--- src/rtl/bitsel_pkg.sv ---
// Shared types and constants for the sequential bit-select unit.
package bitsel_pkg;

  localparam int W64 = 64;
  localparam int W32 = 32;

  typedef enum logic [2:0] {
    SEL64_LSB = 3'b000,
    SEL32_LSB = 3'b001,
    SEL64_MSB = 3'b010,
    SEL32_MSB = 3'b011
  } func_e;

  typedef enum logic [1:0] {
    ST_IDLE,
    ST_SCAN,
    ST_DONE
  } state_e;

  function automatic logic [6:0] not_found_pos(input logic is32);
    return is32 ? 7'(W32) : 7'(W64);
  endfunction

endpackage

--- src/rtl/bitsel_chunk.sv ---
// One chunk of the scan: popcount, hit flag and in-chunk offset of the (k+1)-th set bit.
module bitsel_chunk
  import bitsel_pkg::*;
#(
  parameter int CHUNK = 8
) (
  input  logic [CHUNK-1:0]         chunk_i,
  input  logic [5:0]               k_i,
  input  logic                     msb_first_i,
  output logic [$clog2(CHUNK):0]   popcnt_o,
  output logic                     hit_o,
  output logic [$clog2(CHUNK)-1:0] offset_o
);

  localparam int OW = $clog2(CHUNK);
  localparam int PW = OW + 1;

  logic [6:0]    seen;
  logic [OW-1:0] idx;

  // Offset is always reported as an LSB-based bit index; only the walk order flips.
  always_comb begin
    seen     = '0;
    hit_o    = 1'b0;
    offset_o = '0;
    idx      = '0;
    for (int unsigned j = 0; j < CHUNK; j++) begin
      idx = msb_first_i ? OW'(CHUNK - 1 - j) : OW'(j);
      if (chunk_i[idx]) begin
        if (!hit_o && seen == {1'b0, k_i}) begin
          hit_o    = 1'b1;
          offset_o = idx;
        end
        seen = seen + 7'd1;
      end
    end
    popcnt_o = PW'(seen);
  end

endmodule

--- src/rtl/bitsel_seq.sv ---
// Sequential bit-select: position of the k-th set bit, LSB- or MSB-first, one chunk per cycle.
// Optional macro BITSEL_EARLY_EXIT_EN leaves SCAN as soon as the target chunk is found.
module bitsel_seq
  import bitsel_pkg::*;
#(
  parameter int CHUNK = 8
) (
  input  logic        clock,
  input  logic        resetn,
  input  logic        din_valid,
  output logic        din_ready,
  input  logic [63:0] din_data,
  input  logic [2:0]  din_func,
  input  logic [5:0]  din_index,
  output logic        dout_valid,
  input  logic        dout_ready,
  output logic [63:0] dout_data
);

  localparam int OW = $clog2(CHUNK);

  state_e        state_q;
  logic [63:0]   data_q;
  logic          is32_q;
  logic          msb_q;
  logic [5:0]    k_q;
  logic [5:0]    c_q;
  logic          found_q;
  logic [6:0]    pos_q;
  logic          dout_valid_q;
  logic [63:0]   dout_data_q;

  logic [5:0]    nch;
  logic [5:0]    chunk_idx;
  logic [5:0]    base;
  logic [CHUNK-1:0] chunk;
  logic          last;
  logic [OW:0]   popcnt;
  logic          hit;
  logic [OW-1:0] offset;
  logic          req32;

  always_comb begin
    nch       = is32_q ? 6'(W32 / CHUNK) : 6'(W64 / CHUNK);
    chunk_idx = msb_q ? (nch - 6'd1 - c_q) : c_q;
    base      = 6'(chunk_idx * CHUNK);
    chunk     = data_q[base +: CHUNK];
    last      = (c_q == nch - 6'd1);
    req32     = (din_func == SEL32_LSB) || (din_func == SEL32_MSB);
  end

  bitsel_chunk #(.CHUNK(CHUNK)) u_chunk (
    .chunk_i     (chunk),
    .k_i         (k_q),
    .msb_first_i (msb_q),
    .popcnt_o    (popcnt),
    .hit_o       (hit),
    .offset_o    (offset)
  );

  always_ff @(posedge clock or negedge resetn) begin
    if (!resetn) begin
      state_q      <= ST_IDLE;
      data_q       <= '0;
      is32_q       <= 1'b0;
      msb_q        <= 1'b0;
      k_q          <= '0;
      c_q          <= '0;
      found_q      <= 1'b0;
      pos_q        <= '0;
      dout_valid_q <= 1'b0;
      dout_data_q  <= '0;
    end else begin
      case (state_q)
        ST_IDLE: begin
          if (din_valid) begin
            case (din_func)
              SEL64_LSB, SEL32_LSB, SEL64_MSB, SEL32_MSB: begin
                data_q  <= req32 ? {32'b0, din_data[31:0]} : din_data;
                is32_q  <= req32;
                msb_q   <= (din_func == SEL64_MSB) || (din_func == SEL32_MSB);
                k_q     <= din_index;
                c_q     <= '0;
                found_q <= 1'b0;
                state_q <= ST_SCAN;
              end
              default: begin
                pos_q   <= '0;
                state_q <= ST_DONE;
              end
            endcase
          end
        end
        ST_SCAN: begin
          c_q <= c_q + 6'd1;
          // Once found, k and pos freeze; the remaining chunks only burn cycles.
          if (!found_q) begin
            if (hit) begin
              pos_q   <= 7'(base) + 7'(offset);
              found_q <= 1'b1;
            end else begin
              k_q <= k_q - 6'(popcnt);
            end
          end
          if (last) begin
            state_q <= ST_DONE;
            if (!found_q && !hit) pos_q <= not_found_pos(is32_q);
          end
`ifdef BITSEL_EARLY_EXIT_EN
          if (!found_q && hit) state_q <= ST_DONE;
`endif
        end
        ST_DONE: begin
          if (!dout_valid_q) begin
            dout_valid_q <= 1'b1;
            dout_data_q  <= {57'b0, pos_q};
          end else if (dout_ready) begin
            dout_valid_q <= 1'b0;
            state_q      <= ST_IDLE;
          end
        end
        default: state_q <= ST_IDLE;
      endcase
    end
  end

  assign din_ready  = (state_q == ST_IDLE);
  assign dout_valid = dout_valid_q;
  assign dout_data  = dout_data_q;

endmodule
--- config.mk ---
export PLATFORM = sky130hd
export DESIGN_NAME = bitsel_seq
export DESIGN_NICKNAME = d
export VERILOG_FILES = /design/src/rtl/bitsel_pkg.sv /design/src/rtl/bitsel_chunk.sv /design/src/rtl/bitsel_seq.sv
export SDC_FILE = /design/constraint.sdc
export NUM_CORES = 1
export LEC_CHECK = 0
export BUFFER_PORTS_ARGS = -buffer_cell sky130_fd_sc_hd__buf_2
export CAP_MARGIN = 20
export CORE_ASPECT_RATIO = 2
export CORE_MARGIN = 8
export CORE_UTILIZATION = 57
export DETAILED_ROUTE_END_ITERATION = 8
export PLACE_DENSITY = 0.89
export SLEW_MARGIN = 20
export SYNTH_ARGS = -nofsm -noshare
export SYNTH_HDL_FRONTEND = slang
export SYNTH_SLANG_ARGS = --single-unit
--- constraint.sdc ---
create_clock -name clock -period 8.9 [get_ports clock]
set_input_delay 0.89 -clock clock [delete_from_list [all_inputs] [get_ports clock]]
set_output_delay 0.89 -clock clock [all_outputs]
set_load 0.03 [all_outputs]
-- Yosys cells after proc, flatten, opt, wreduce, memory -nomap -nowiden
Index checks and enable logic that the tools add are counted.
- add/subtract/negate cells: 12
- magnitude comparators: 8
- equality and inequality tests: 21
- shifts and indexed selects: 1
- muxes and demuxes: 96
- bitwise gates (word level): 1
- reduce and logical (&&, ||, !) cells: 30
- operators by type and width (cell ; number):
    $mux 7 ; 13
    $mux 3 ; 25
    $mux 64 ; 1
    $shiftx 64x7->8 ; 1
    $eq 7x6->1 ; 6
    $mux 6 ; 6
    $add 7x1->7 const B ; 5
    $lt 3x4->1 const B ; 8
    $mux 1 ; 31
    $bmux 1 s3 ; 8
    $pmux 6 s2 ; 2
    $ne 2x2->1 const B ; 7
    $pmux 7 s2 ; 1
    $mux 2 ; 5
    $logic_not 1->1 ; 9
    $reduce_and 3->1 ; 3
    $logic_and 1x1->1 ; 8
    $mux 4 ; 2
    $add 6x3->7 ; 1
    $add 6x1->6 const B ; 1
    $eq 1x6->1 ; 1
    $eq 3x2->1 const B ; 2
    $eq 6x6->1 ; 1
    $logic_not 6->1 ; 1
    20 further kinds ; 21
- flip-flop bits (word level): 96
- output and inout port bits: 66
- logic and storage cells: 179

-- Logic depth before layout (Yosys ltp)
- depth after elaboration: 42
- mapped depth: 31
- gate-level depth less buffers: 29

-- Hierarchy
A second synthesis with hierarchy kept.
- cells, all modules: 781
- area total of the unflattened synthesis: 6403.6 sq um
- by module, submodules not included (module ; times used ; cells an instance ; area an instance (sq um) ; seq. area each (sq um)):
    bitsel_seq ; 1 ; 604 ; 5139.9 ; 2402.3
    bitsel_chunk ; 1 ; 177 ; 1263.7 ; 0.0

-- Worst setup path after synthesis
No wires, ideal clock.
- path kind: register to register
- from: register c_q[0]
- to: register k_q[5]
- setup time: 131 ps
- data arrival time: 7022 ps
- setup slack: 1748 ps
- cell stages (with the launch flop): 32
- path buffers: 3
- clock period less this slack: 7152 ps
- path through: dfrtp_1 buf_4 buf_6 xor2_1 mux4_2 mux2i_1 mux2i_1 ha_1 buf_1 xnor2_1 ha_1 nand3_1 a21boi_2 inv_1 ha_1 nor2_1 a21o_1 inv_1 ha_1 mux2i_1 a31oi_2 ha_1 mux2_2 ha_1 mux2i_1 ha_1 a21o_1 a21o_1 a21oi_1 nand2_1 o211ai_1 nand3_1
- longest elaborated chain between the ends: 36
- ends and longest elaborated chain (element ; RTL line ; RTL):
    start, declared ; bitsel_seq.sv:27 ; logic [5:0] c_q;
    start signal, assigned ; bitsel_seq.sv:95 ; c_q <= c_q + 6'd1;
    $sub 3x3->3 ; bitsel_seq.sv:45 ; chunk_idx = msb_q ? (nch - 6'd1 - c_q) : c_q;
    $mux 3 * ; bitsel_seq.sv:45 ;
    $shiftx 64x7->8 * ; bitsel_seq.sv:47 ; chunk = data_q[base +: CHUNK];
    branches (longest 33 deep; another with $add 7x1->7) ; -- ;
    end signal, assigned ; bitsel_seq.sv:82 ; k_q <= din_index;
    end signal, assigned ; bitsel_seq.sv:102 ; k_q <= k_q - 6'(popcnt);
    end, declared ; bitsel_seq.sv:26 ; logic [5:0] k_q;
Mark *: on every way between the ends. The select of a mux whose other input is x is not followed.
A chain may end at the register's enable or synchronous reset.

-- Worst setup path after layout
- from: register msb_q
- to: register k_q[5]
- longest elaborated chain between the ends: 35
- ends and longest elaborated chain (element ; RTL line ; RTL):
    start, declared ; bitsel_seq.sv:25 ; logic msb_q;
    start signal, assigned ; bitsel_seq.sv:81 ; msb_q <= (din_func == SEL64_MSB) || (din_func == SEL32_MSB);
    branches (longest 35 deep; another with $add 7x1->7) ; -- ;
Parallel ways; which one is timed is not known. The select of a mux whose other input is x is not followed.

==> flow_summary_export.csv <==
group,metric,value,unit
detailed_routing,vias_per_cell,5.81,
global_routing,grtUsageTotal,22.6,%
worst_setup_path,path_class,"register to register",
layout,fin_cells,1031,
clocking,cts_resized,0,
timing,slew_headroom,39.2,%
floorplanning,num_rows,58,
logic_synthesis,syn_area_per_cell,8.97,um^2
placed_design,hpwl,14300,um
worst_setup_path,cp_slowest_cell,"ha_1",
global_routing,grt_pass1_vias,6524,
logic_synthesis,synth_area,7310,um^2
logic_synthesis,yosysWarnings,0,
logic_synthesis,yosys.cell_types.count,87,
global_routing,grt_max_degree,75,
detailed_routing,dr.pass1.iters,6,
run,maxCapViolations,0,
detailed_routing,ant_nets,0,
worst_setup_path,crit_required,9120,ps
timing,rsz0062_at_grt,"no",
worst_setup_path,ff2ff_setup_slack,1210,ps
detailed_routing,wl,18500,um
clocking,clk_path_buf_depth,2,
clocking,numCtsBuffers,9,
timing,hold_viol_final,0,
floorplanning,die_width,96.1,um
global_routing,grt-ovfl-total,0,
timing,min_period,7690,ps
logic_synthesis,synthesis.instances,815,
layout,layout_common_cells,"nand2_1 (203), dfrtp_1 (95), buf_2 (84), conb_1 (57), mux2i_1 (47)",
layout,areaGrowthSynthToFinish,7.18,%
logic_synthesis,synthArstFlopShare,100,%
worst_setup_path,worstPathArrival,7920,ps
worst_setup_path,path_max_fanout,15,
logic_synthesis,synth_edf_count,0,
clocking,cts_tree,"built",
layout,antennaDiodeCount,0,
floorplanning,start_util,58.3,%
floorplanning,coreArea,12600,um^2
layout,final_common_cell,"nand2_1",
clocking,postCtsHoldBufs,0,
clocking,postCtsSetupBuffers,0,
timing,maxSlewViolCount,0,
detailed_routing,num_vias,5987,
placed_design,placed_area,7540,um^2
detailed_routing,drt-wirelength-per-cell,18.0,um
clocking,h-tree-depth,3,
clocking,cts_root_buffer,"clkbuf_16",
timing,fin_worst_skew,9.83,ps
layout,layout.nets,967,
timing,timing.hold.ws,436,ps
worst_setup_path,critPathMostFrequentCell,"ha_1",
placed_design,numPortBuffers,85,
timing,tightest_slew,912,ps
timing,setup_viol,0,
clocking,clock_sinks,96,
min_path,hold_path_class,"primary input to async pin",
timing,fin_tns_setup,0,ps
timing,fin_crit_sh,86.5,%
detailed_routing,drtIter0Drc,360,
floorplanning,pin_count,143,
floorplanning,die_area,16900,um^2
outcome,outcome,"complete, no violations",
detailed_routing,drc_errors,0,
worst_setup_path,critPathLaunchType,"register",
logic_synthesis,synthFlopType,"dfrtp_1",
global_routing,grt_pass1_wl,30500,um
timing,fmax,0.130,GHz
global_routing,antenna_found_initial,0,
layout,stdcell_area,7840,um^2
logic_synthesis,ys_seq_area_share,32.8,%
worst_setup_path,cp_slowest_stage_delay,650,ps
clocking,clock_latency,350,ps
clocking,clk_pin_slew,70,ps
layout,drive_above_1_share,19.5,%
worst_setup_path,end_kind,"register",
floorplanning,die_h,176,um
placed_design,place_inst,1015,
logic_synthesis,ys_ff_latch,96,
placed_design,gp_congestion,0.952,
[critical path: cells and delay by family (launching register included)]
family	cells	cell delay, ps
buffers and inverters	2	130
multiplexers	6	1820
flip-flops	1	640
AND/OR/NAND/NOR	4	550
AO/OA/AOI/OAI	7	1280
adder cells (fa/ha/maj)	7	2440
XOR/XNOR	2	710
[worst paths after layout]
kind,start,to,cells past startpoint
hold / removal,resetn,data_q[18],1
setup reg to reg,msb_q,k_q[5],28
hold reg to reg,data_q[32],data_q[32],2
setup / recovery,msb_q,k_q[5],28
max in group asynchronous,resetn,c_q[0],2
min in group clock,data_q[32],data_q[32],2
[final cells by class]
class                      instances  area (um^2)
fill                            1053         4710
inverter                          15         56.3
sequential                        96         2400
clock buffer                      10          229
clock inverter                     6         73.8
multi-input combinational        663         4420
timing repair buffer              91          473
tap                              150          188
[per-layer routing]
| metal | GRT usage [%] | wire length [um] | vias up |
|---|---|---|---|
| met5 | 0 | 0 | - |
| met4 | 14.1 | 901 | 0 |
| met3 | 3.23 | 894 | 58 |
| met2 | 40.3 | 10100 | 257 |
| met1 | 23.6 | 6630 | 2835 |
| li1 | - | - | 2837 |
[synth_stat cells, types with 5 or more instances]
library cell	count	share of area, %
o21ai_0	11	0.75
and2_1	5	0.43
dfrtp_1	96	33
xor2_1	19	2.3
nand3_1	15	1.0
xnor2_1	27	3.2
nor3_1	5	0.34
nand3b_1	36	3.7
ha_1	13	2.2
a21oi_1	16	1.1
nor2_1	44	2.3
a22oi_1	13	1.3
a22o_1	5	0.60
or3_1	5	0.43
nand4_1	9	0.77
mux2_2	15	2.3
nand2_1	204	10
a21o_1	6	0.62
a221oi_1	5	0.60
mux2i_1	47	6.4
buf_4	59	6.1
buf_2	6	0.41
clkbuf_1	23	1.2
buf_6	5	0.77
mux4_2	12	3.7
inv_1	14	0.72
nor2b_1	7	0.60
[kinds of logic (layout without fill, tap and decap cells)]
logic type	Yosys count	after routing	synth area share, %
xor gates and xnor gates	50	50	6.52
AOI/OAI and AO/OA	99	99	11.3
muxes	74	74	12.4
buffers and inverters	112	122	9.70
other	1	57	0.0513
DFF	96	96	32.8
adders and majority gates	17	17	2.91
and+or+nand+nor	366	366	24.3
[flip-flops by register name, summed over array words and instances (netlist names)]
name and flops:
dout_valid 1, msb_q 1, found_q 1, is32_q 1, data_q 64, state_q 2, c_q 6, k_q 6
pos_q 7, dout_data 7
[through the flow]
step / setup slack, ps / utilization (%)
after global placement: 1540 / 60.0
after floorplan: 1750 / -
final: 1210 / 62.4
after global routing: 593 / 62.4
after CTS: 1250 / 62.4
after detailed placement: 1300 / 60.0
Power is left out: the tool's default activity adds up to more than one toggle a clock period on the data nets, which glitch-free logic cannot reach.
